[src/rtl/fire_scheduler.sv]
// Transition-firing controller: picks one excited model transition per step
// (round-robin, LFSR or directed) and drives its index on fire for one cycle.
module fire_scheduler #(
  parameter int          N         = 8,
  parameter int          W         = $clog2(N+1),
  parameter int          CW        = 16,
  parameter int          MAX_STEPS = 0,
  parameter logic [15:0] LFSR_SEED = 16'hACE1
) (
  input  logic          clk,
  input  logic          reset,
  input  logic          run,
  input  logic [1:0]    mode,
  input  logic [15:0]   seed,
  input  logic          seed_load,
  input  logic [W-1:0]  ext_fire,
  input  logic          ext_valid,
  input  logic [N-1:0]  excited,
  output logic [W-1:0]  fire,
  output logic          fired,
  output logic          deadlock,
  output logic          dir_err,
  output logic          done,
  output logic [CW-1:0] step_count
);

  localparam logic [W-1:0] NONE = W'(N);

  typedef enum logic [1:0] {S_IDLE, S_PICK, S_FIRE, S_DEAD} state_t;

  state_t        state_q, state_d;
  logic [W-1:0]  fire_q, fire_d;
  logic          fired_q, fired_d;
  logic          deadlock_q, deadlock_d;
  logic          dir_err_q, dir_err_d;
  logic          done_q, done_d;
  logic [CW-1:0] step_q, step_d;
  logic [W-1:0]  rr_ptr_q, rr_ptr_d;
  logic [15:0]   lfsr_q, lfsr_d;

  logic [15:0]   lfsr_shift;
  logic [W-1:0]  start;
  logic [W:0]    pick;
  logic [N-1:0]  ext_sh;
  logic          dir_ok;

  // Returns {found, index} of the first set bit of vec scanning circularly from start.
  function automatic logic [W:0] first_from(input logic [W-1:0] st, input logic [N-1:0] vec);
    logic [2*N-1:0] dbl;
    logic [W:0]     sum;
    logic [W:0]     res;
    dbl = {vec, vec} >> st;
    sum = '0;
    res = '0;
    for (int j = N-1; j >= 0; j--) begin
      if (dbl[j]) begin
        sum = {1'b0, st} + (W+1)'(j);
        if (sum >= (W+1)'(N)) sum = sum - (W+1)'(N);
        res = {1'b1, sum[W-1:0]};
      end
    end
    return res;
  endfunction

  always_comb begin
    lfsr_shift = {1'b0, lfsr_q[15:1]} ^ (lfsr_q[0] ? 16'hB400 : 16'h0000);
    if (mode == 2'd1) start = (lfsr_q[W-1:0] < NONE) ? lfsr_q[W-1:0] : '0;
    else              start = rr_ptr_q;
    pick   = first_from(start, excited);
    ext_sh = excited >> ext_fire;
    dir_ok = (ext_fire < NONE) && ext_sh[0];
  end

  always_comb begin
    state_d    = state_q;
    fire_d     = fire_q;
    fired_d    = 1'b0;
    deadlock_d = deadlock_q;
    dir_err_d  = dir_err_q;
    done_d     = done_q;
    step_d     = step_q;
    rr_ptr_d   = rr_ptr_q;
    lfsr_d     = lfsr_q;

    if (state_q == S_PICK) lfsr_d = lfsr_shift;
    if (seed_load)         lfsr_d = (seed == 16'h0) ? LFSR_SEED : seed;

    case (state_q)
      S_IDLE: begin
        fire_d = NONE;
        if (run && !done_q) state_d = S_PICK;
      end
      S_PICK: begin
        fire_d = NONE;
        if (!run) begin
          state_d = S_IDLE;
        end else if (mode == 2'd2) begin
          // Directed mode waits for a request; a bad request never stalls into DEAD.
          if (ext_valid) begin
            if (dir_ok) begin
              fire_d  = ext_fire;
              fired_d = 1'b1;
              state_d = S_FIRE;
            end else begin
              dir_err_d = 1'b1;
            end
          end
        end else if (pick[W]) begin
          fire_d  = pick[W-1:0];
          fired_d = 1'b1;
          state_d = S_FIRE;
          if (mode != 2'd1) rr_ptr_d = (pick[W-1:0] == W'(N-1)) ? '0 : pick[W-1:0] + W'(1);
        end else begin
          deadlock_d = 1'b1;
          state_d    = S_DEAD;
        end
      end
      S_FIRE: begin
        fire_d = NONE;
        if (step_q != '1) step_d = step_q + CW'(1);
        if (MAX_STEPS != 0 && step_d == CW'(MAX_STEPS)) begin
          done_d  = 1'b1;
          state_d = S_IDLE;
        end else if (!run) begin
          state_d = S_IDLE;
        end else begin
          state_d = S_PICK;
        end
      end
      default: fire_d = NONE;
    endcase
  end

  always_ff @(posedge clk or posedge reset) begin
    if (reset) begin
      state_q    <= S_IDLE;
      fire_q     <= NONE;
      fired_q    <= 1'b0;
      deadlock_q <= 1'b0;
      dir_err_q  <= 1'b0;
      done_q     <= 1'b0;
      step_q     <= '0;
      rr_ptr_q   <= '0;
      lfsr_q     <= LFSR_SEED;
    end else begin
      state_q    <= state_d;
      fire_q     <= fire_d;
      fired_q    <= fired_d;
      deadlock_q <= deadlock_d;
      dir_err_q  <= dir_err_d;
      done_q     <= done_d;
      step_q     <= step_d;
      rr_ptr_q   <= rr_ptr_d;
      lfsr_q     <= lfsr_d;
    end
  end

  assign fire       = fire_q;
  assign fired      = fired_q;
  assign deadlock   = deadlock_q;
  assign dir_err    = dir_err_q;
  assign done       = done_q;
  assign step_count = step_q;

endmodule
[config.mk]
export PLATFORM = sky130hd
export DESIGN_NAME = fire_scheduler
export DESIGN_NICKNAME = d
export VERILOG_FILES = /design/src/rtl/fire_scheduler.sv
export SDC_FILE = /design/constraint.sdc
export NUM_CORES = 1
export LEC_CHECK = 0
export CAP_MARGIN = 20
export CORE_MARGIN = 2
export CORE_UTILIZATION = 38
export DETAILED_ROUTE_END_ITERATION = 16
export MAX_ROUTING_LAYER = met4
export SYNTH_ARGS = -nofsm -noshare
export SYNTH_HDL_FRONTEND = slang
export SYNTH_SLANG_ARGS = --single-unit
[constraint.sdc]
create_clock -name clk -period 8.4 [get_ports clk]
set_input_delay 2.52 -clock clk [delete_from_list [all_inputs] [get_ports clk]]
set_output_delay 2.52 -clock clk [all_outputs]
set_load 0.01 [all_outputs]
-- Word-level counts from Yosys, hierarchy flattened
Cells that the tools add are included.
- register bits: 45
- output and inout port bits: 24
- word-level logic and storage cells: 104
- $add $sub $neg: 17
- magnitude comparators: 10
- equal/unequal tests: 10
- shift operators: 2
- muxes and demuxes: 43
- bitwise gates (word level): 4
- reduce and logical (&&, ||, !) cells: 10
- operators by type and width (kind ; count):
    2-to-1 mux 4 bit ; 17
    2-to-1 mux 16 bit ; 4
    2-to-1 mux 5 bit ; 8
    >= comparator 5 x 4 -> 1 bit, second input constant ; 7
    subtractor 4 bit, second input constant ; 8
    adder 4 x 3 -> 5 bit, second input constant ; 4
    adder 16 x 1 -> 16 bit, second input constant ; 1
    logical NOT 16 bit ; 1
    inequality test 16 bit, second input constant ; 1
    right shift 16 x 4 -> 8 bit ; 1
    bitwise XOR 15 x 16 -> 16 bit ; 1
    adder 4 x 2 -> 5 bit, second input constant ; 2
    2-to-1 mux 2 bit ; 5
    AND reduction 5 bit ; 2
    less-than comparator 4 bit, second input constant ; 2
    2-to-1 mux 1 bit ; 8
    inequality test 4 bit, second input constant ; 2
    AND reduction 4 bit ; 2
    right shift 8 x 4 -> 1 bit ; 1
    one-hot mux 2 bit (3 select lines) ; 1
    adder 4 x 1 -> 5 bit, second input constant ; 1
    adder 4 x 1 -> 4 bit, second input constant ; 1
    == test 2 x 1 -> 1 bit, second input constant ; 2
    == test 2 bit, second input constant ; 2
    other kinds (10) ; 12

-- Depth between registers and ports, before layout
Gate-level depths: netlist (run 1).
- depth after elaboration: 18
- mapped depth: 15

-- Worst setup path before layout (run 1)
No wires, ideal clock.
- path type: input to register
- start point: input port mode[1]
- end point: register rr_ptr_q[0]
- setup time: 0.125 ns
- data arrival time: 5.368 ns
- setup slack: 2.907 ns
- cell stages on the path: 12
- buffers on the path: 0
- cell sequence: and2b_2 mux2_4 inv_2 mux4_2 mux2i_1 a21boi_0 o21ai_0 a31o_2 o21ai_1 ha_1 a31oi_1 mux2_2
- cells in the longest elaborated chain, start to end: 15
- elaborated cells on any way between the ends: 49
- RTL lines (item ; RTL line ; text):
    start: declaration ; 13 ; input logic [1:0] mode,
    == test 2 x 1 -> 1 bit ; 67 ; if (mode == 2'd1) start = (lfsr_q[W-1:0] < NONE) ? lfsr_q[W-1:0] : '0;
    2-to-1 mux 4 bit ; 67 ;
    adder 4 x 3 -> 5 bit ; 57 ; sum = {1'b0, st} + (W+1)'(j);
    subtractor 4 bit or >= comparator 5 x 4 -> 1 bit (tied branches) ; 58 ; if (sum >= (W+1)'(N)) sum = sum - (W+1)'(N);
    2-to-1 mux 4 bit ; 58 ;
    2-to-1 mux 5 bit (8 in a row) ; 56 ; if (dbl[j]) begin
    adder 4 x 1 -> 4 bit or == test 4 x 3 -> 1 bit (tied branches) ; 112 ; if (mode != 2'd1) rr_ptr_d = (pick[W-1:0] == W'(N-1)) ? '0 : pick[W-1:0] + W'(1);
    2-to-1 mux 4 bit ; 112 ;
    end signal: assignment ; 153 ; rr_ptr_q <= rr_ptr_d;
    end: declaration ; 38 ; logic [W-1:0] rr_ptr_q, rr_ptr_d;
Parallel ways exist; a longest one is shown, timed or not.
A chain may end at the register's enable or synchronous reset.

-- Worst setup path after layout (run 1)
- start point: input port mode[1]
- end point: register rr_ptr_q[3]
The elaborated chain is that of the path after synthesis.

==> results of run 1 <==
## where the power goes
group	leakage [nW]	total [mW]	switching, mW	internal [mW]
sequential	0.561	0.329	0.0459	0.283
clock	0.0445	0.139	0.0794	0.0592
combinational	1.07	0.878	0.516	0.361
## path summary, 6_finish.rpt
kind	startpoint	endpoint	slack, ns	depth (start not counted)
max reg2reg	lfsr_q[0]	rr_ptr_q[3]	4.02	13
max	mode[1]	rr_ptr_q[3]	1.57	14
min reg2reg	deadlock	deadlock	0.49	1
max in group asynchronous	reset	lfsr_q[2]	5.06	2
min in group asynchronous	reset	step_count[5]	2.76	2
min	deadlock	deadlock	0.49	1
## cell usage in the layout, fill, tap and decap left out, types with 4 or more instances in the layout
master and n:
inv_1 13, o22a_1 8, a32oi_1 5, clkdlybuf4s50_1 57, nor2_1 31, nand2_1 41, xor2_1 4, mux2i_1 21
a21oi_1 14, o211ai_1 8, a31oi_1 8, ha_1 15, clkbuf_8 5, nand3_1 16, o21ai_0 21, xnor2_1 18
nor3_1 4, dfrtp_1 36, mux2_2 8, nand2b_1 6, nand4_1 8, nor4_1 8, and2_1 4, dfstp_2 9
mux4_2 5
## sequential cells by signal (all words and copies together), names as in the netlist
name	count
fire	4
state_q	2
deadlock	1
dir_err	1
lfsr_q	16
fired	1
step_count	16
rr_ptr_q	4
## cell families (layout without fill, tap and decap cells)
logic type | count (synthesis) | count (layout) | synth area share, %
XOR/XNOR | 22 | 22 | 5.54
AO/OA/AOI/OAI | 104 | 104 | 21.5
AND/OR/NAND/NOR | 132 | 132 | 18.5
other | 1 | 1 | 0.108
flip-flops | 45 | 45 | 32.7
adder cells (fa/ha/maj) | 15 | 15 | 5.39
buffers and inverters | 33 | 82 | 3.92
multiplexers | 35 | 35 | 12.3
## worst max-delay path, cell delays in order
cell and delay (ns):
clkdlybuf4s50_1 0.47, nand2b_1 0.26, a21oi_2 0.68, clkinv_1 0.74, nor2_1 0.36, a221oi_2 0.16
a21oi_1 0.42, o311ai_0 0.24, a211oi_1 0.28, o21ai_1 0.16, ha_1 0.27, nor3_1 0.19
nand4_1 0.12, a31oi_1 0.18
## metal layers
metal / share of wire [%] / wire, um / global-route usage (%) / vias up
li1: - / - / - / 1527
met1: 44 / 4260 / 27.3 / 1534
met2: 48 / 4570 / 32.2 / 145
met3: 6.4 / 619 / 2.74 / 12
met4: 1.5 / 146 / 5.16 / 0
met5: 0 / 0 / - / -
## through the flow
step                      power [mW]  cell area (um^2)
after floorplan                0.970              3480
after global placement          1.20              4110
after detailed placement        1.19              4110
after CTS                       1.34              4200
after global routing            1.46              4200
final                           1.35              4200
## layout make-up
cell class	count	area share [%]
multi-input cells	309	52.5
flip-flops and latches	45	27.1
repair buffers	57	13.6
well taps	108	3.22
clock buffers	5	1.64
inverters	17	1.52
clock inverters	3	0.506
==> results.toml, run 1 <==
[synthesis]
syn_area_um2 = 3480
synth-edff-count = 0
synthCells = 387
yosys-top-cells-area = "dfrtp_1 26%, dfstp_2 6.8%, mux2i_1 6.0%, ha_1 5.4%, xnor2_1 4.5%"
avgSynthCellArea_um2 = 8.99
synth.top_cell.area_share_pct = 25.9
synth_nets = 437
synth_cell_type_count = 66
netlist_top_cells_count = "41 x nand2_1, 36 x dfrtp_1, 31 x nor2_1, 21 x mux2i_1, 21 x o21ai_0"
synth_most_common_cell = "nand2_1"
ys_ff_latch = 45
synth_flop_cell = "dfrtp_1"
synth-seq-area-share_pct = 32.7
ys_warn_count = 0
yosysTopAreaCell = "dfrtp_1"
async_flop_share_pct = 100

[timing]
clock_skew_ns = 0.00772
finalHoldViolations = 0
finalMaxSlewViolations = 0
clock.fmax_ghz = 0.146
fin_ws_ns = 1.57
min_period_over_period_pct = 81.3
whs_ns = 0.486
min_period_ns = 6.83
setup_viol = 0
tns_ns = 0
timing_worst_slew_pin_value_ns = 1.01
slew_headroom_pct = 31.9
rsz0062_at_grt = "no"

[clock_network]
cts_resized = 0
clock_path_buffers = 2
holdBufCountCts = 0
clk_pin_slew_ns = 0.09
cts_tree = "done"
clkLatencyLatePin_ns = 0.30
cts_made_buffers = 5
root_buffer = "clkbuf_8"
h-tree-depth = 2
cts.sinks = 45
postCtsSetupRepairBufs = 0

[global_route]
grt_pass1_wl_mm = 15.8
first_global_vias = 3139
grt_max_degree = 46
overflow = 0
antenna_found_initial = 0
grt.total_usage_pct = 20.2

[place]
numPortBuffers = 57
dp_hpwl_mm = 7.15
pre_cts_ws_ns = 1.33
gp_congestion = 0.928
place_inst = 536

[cells_and_area]
n_antenna_cell = 0
drive_gt1_share_pct = 9.40
seq_area_um2 = 1140
multi_input_area_um2 = 2210
fin_nets = 485
layoutNonFillerInstCount = 544
fillers = 840
fin_util_pct = 47.7
area_growth_pct = 20.8

[drt]
first_iter_violations = 217
num_vias = 3218
wl_per_cell_um = 17.6
drt_drc_violations_left = 0
dr.pass1.iters = 5
ant_nets = 0
via_per_inst = 5.92
drt-total-wl_mm = 9.60

[power]
ir_drop_uv = 115
leakagePower_nw = 1.67
p_per_area_nw_per_um2 = 320

[setup_path]
path_class = "in2reg"
startpoint_type = "input pin"
worstPathRequired_ns = 8.63
cp.arrival_ns = 7.06
cp_max_fo = 19
crit_path_end_kind = "register"

[floorplan]
die_w_um = 99.7
start_util_pct = 39.5
dieArea_um2 = 9940
core_area_um2 = 8810
fp.dieH_um = 99.7
io_pins = 59
rows = 34

[hold_path]
hold_class = "reg2reg"

[flow_run]
cap_violations = 0

[run_status]
status = "finished, final reports clean"
(Power assumes the default switching activity.)
==> run 2, diff against run 1 <==
==> constraint.sdc (replaced) <==
create_clock -name clk -period 6.5 [get_ports clk]
set_input_delay 1.95 -clock clk [delete_from_list [all_inputs] [get_ports clk]]
set_output_delay 1.95 -clock clk [all_outputs]
set_load 0.01 [all_outputs]
==> run 2 against run 1 <==
- utilization increased by 1.0 points
- first-iteration DRC count shrank 3.2%
- sequential cell count stayed put
- die area is the same
- total power rose by 35%
- sequential share of layout area down 0.56 points
- critical endpoint is now rr_ptr_q[0]
- largest cell class unchanged
==> results.toml, run 2 (synthesis results as in run 1) <==
[place]
place_inst = 545
dp_hpwl_mm = 7.35
pre_cts_ws_ns = 0.368
gp_congestion = 0.896
numPortBuffers = 57
place_area_um2 = 4180

[power]
switching_share_pct = 45.8
ir_drop_uv = 163
seq_power_share_pct = 23.7
p_int_mw = 0.981
p_switching_mw = 0.829
power_frac_comb_pct = 64.6
clkPwrFrac_pct = 11.7
leakagePower_nw = 1.73
p_per_area_nw_per_um2 = 422
power_mw = 1.81

[global_route]
grt_pass1_wl_mm = 15.9
first_global_vias = 3136
grt_max_degree = 46
antenna_found_initial = 0
overflow = 0
grt.total_usage_pct = 20.4

[timing]
whs_ns = 0.499
slew_headroom_pct = 33.5
tns_ns = 0
rsz0062_at_grt = "no"
min_period_ns = 5.90
finalMaxSlewViolations = 0
finalHoldViolations = 0
clock.fmax_ghz = 0.170
clock_skew_ns = 0.00590
fin_ws_ns = 0.602
min_period_over_period_pct = 90.7
setup_viol = 0
timing_worst_slew_pin_value_ns = 0.998

[clock_network]
clock_path_buffers = 2
cts_made_buffers = 5
clk_pin_slew_ns = 0.09
cts.sinks = 45
holdBufCountCts = 0
cts_resized = 0
cts_tree = "done"
postCtsSetupRepairBufs = 0
clkLatencyLatePin_ns = 0.30
h-tree-depth = 2
root_buffer = "clkbuf_8"

[floorplan]
fp.dieH_um = 99.7
die_w_um = 99.7
core_area_um2 = 8810
io_pins = 59
rows = 34
start_util_pct = 39.5
dieArea_um2 = 9940

[cells_and_area]
final_common_cell = "clkdlybuf4s50_1"
fin_util_pct = 48.7
mostFrequentLayoutCells = "57 x clkdlybuf4s50_1, 41 x nand2_1, 36 x dfrtp_1"
n_antenna_cell = 0
drive_gt1_share_pct = 11.0
fin_area_um2 = 4290
layoutNonFillerInstCount = 553
fin_nets = 494
fillers = 881
area_growth_pct = 23.3

[setup_path]
cp_max_fo = 18
reg2reg_slack_ns = 2.60
critPathBufInv = 2
crit_start = "mode[1]"
path_cells = "clkdlybuf4s50_1 > and2b_2 > mux2_4 > inv_2 > mux4_2 > mux2i_1 > a21boi_0 > o21ai_0 > a31o_2 > o21ai_1 > ha_1 > a31oi_1 > mux2_2"
worstPathRequired_ns = 6.68
startpoint_type = "input pin"
crit_path_max_incr_delay_ns = 0.60
path_class = "in2reg"
cp.depth = 13
rr_worst_depth = 12
critical_path.slowest_cell = "mux4_2"
crit_path_end_kind = "register"
cp.arrival_ns = 6.08
endpoint = "rr_ptr_q[0]"
critPathTopFamily = "multiplexers"
r2r_end = "rr_ptr_q[0]"
r2r-start = "lfsr_q[2]"

[drt]
dr.pass1.iters = 5
wl_per_cell_um = 17.2
drt-total-wl_mm = 9.53
drt_drc_violations_left = 0
num_vias = 3205
ant_nets = 0
via_per_inst = 5.80
first_iter_violations = 210

[flow_run]
cap_violations = 0

[run_status]
status = "finished, final reports clean"

[hold_path]
hold_class = "reg2reg"
## run 2: cell count changes in the layout (fill, tap and decap cells not counted), sizes merged
cell	before	now
buf	0	9
clkinvlp	1	0
inv	17	16
bufinv	0	1
clkbuf	5	6
## run 2: final cells by class
class                      instances  area (um^2)  area share (%)
multi-input combinational        309         2210            51.4
sequential                        45         1140            26.5
timing repair buffer              66          638            14.9
tap                              108          135            3.15
clock buffer                       6         72.6            1.69
inverter                          17         63.8            1.49
clock inverter                     2         38.8           0.904
## run 2: power groups by stage
stage | Clock, mW | Combinational [mW] | Sequential, mW
after floorplan | 0 | 0.827 | 0.426
after global placement | 0 | 1.16 | 0.434
after detailed placement | 0 | 1.15 | 0.435
after CTS | 0.219 | 1.16 | 0.430
after global routing | 0.233 | 1.28 | 0.441
final | 0.212 | 1.17 | 0.429
## run 2: layer usage
metal | part of all wire [%] | track usage [%] | routed length (um)
met1 | 45 | 27.7 | 4320
met2 | 48 | 32.8 | 4560
met3 | 5.0 | 2.04 | 479
met4 | 1.8 | 4.95 | 168
met5 | 0 | - | 0
## run 2: worst min-delay path by stage
stage | start | end | slack [ns] | cells after the start
2_1_floorplan | state_q[1] | state_q[1] | 0.50 | 2
3_3_place_gp | deadlock | deadlock | 0.48 | 1
3_5_place_dp | deadlock | deadlock | 0.48 | 1
4_1_cts | deadlock | deadlock | 0.50 | 1
5_1_grt | step_count[6] | step_count[6] | 0.52 | 1
6_report | deadlock | deadlock | 0.50 | 1
## run 2: worst reg2reg max path: stages (launching register included)
cell	delay [ns]
dfrtp_1	0.40
nor2b_1	0.14
mux2_4	0.37
inv_2	0.29
mux4_2	0.61
mux2i_1	0.35
a21boi_0	0.37
o21ai_0	0.15
a31o_2	0.23
o21ai_1	0.27
ha_1	0.26
a31oi_1	0.10
mux2_2	0.27
==> run 3, diff against run 2 <==
--- a/config.mk
+++ b/config.mk
@@ -10,6 +10,8 @@
 export CORE_UTILIZATION = 38
 export DETAILED_ROUTE_END_ITERATION = 16
 export MAX_ROUTING_LAYER = met4
+export SKIP_LAST_GASP = 1
 export SYNTH_ARGS = -nofsm -noshare
 export SYNTH_HDL_FRONTEND = slang
 export SYNTH_SLANG_ARGS = --single-unit
+export TNS_END_PERCENT = 100
==> results of run 3 <==
Same layout as run 2: the final DEF is identical, and so are final timing and power.
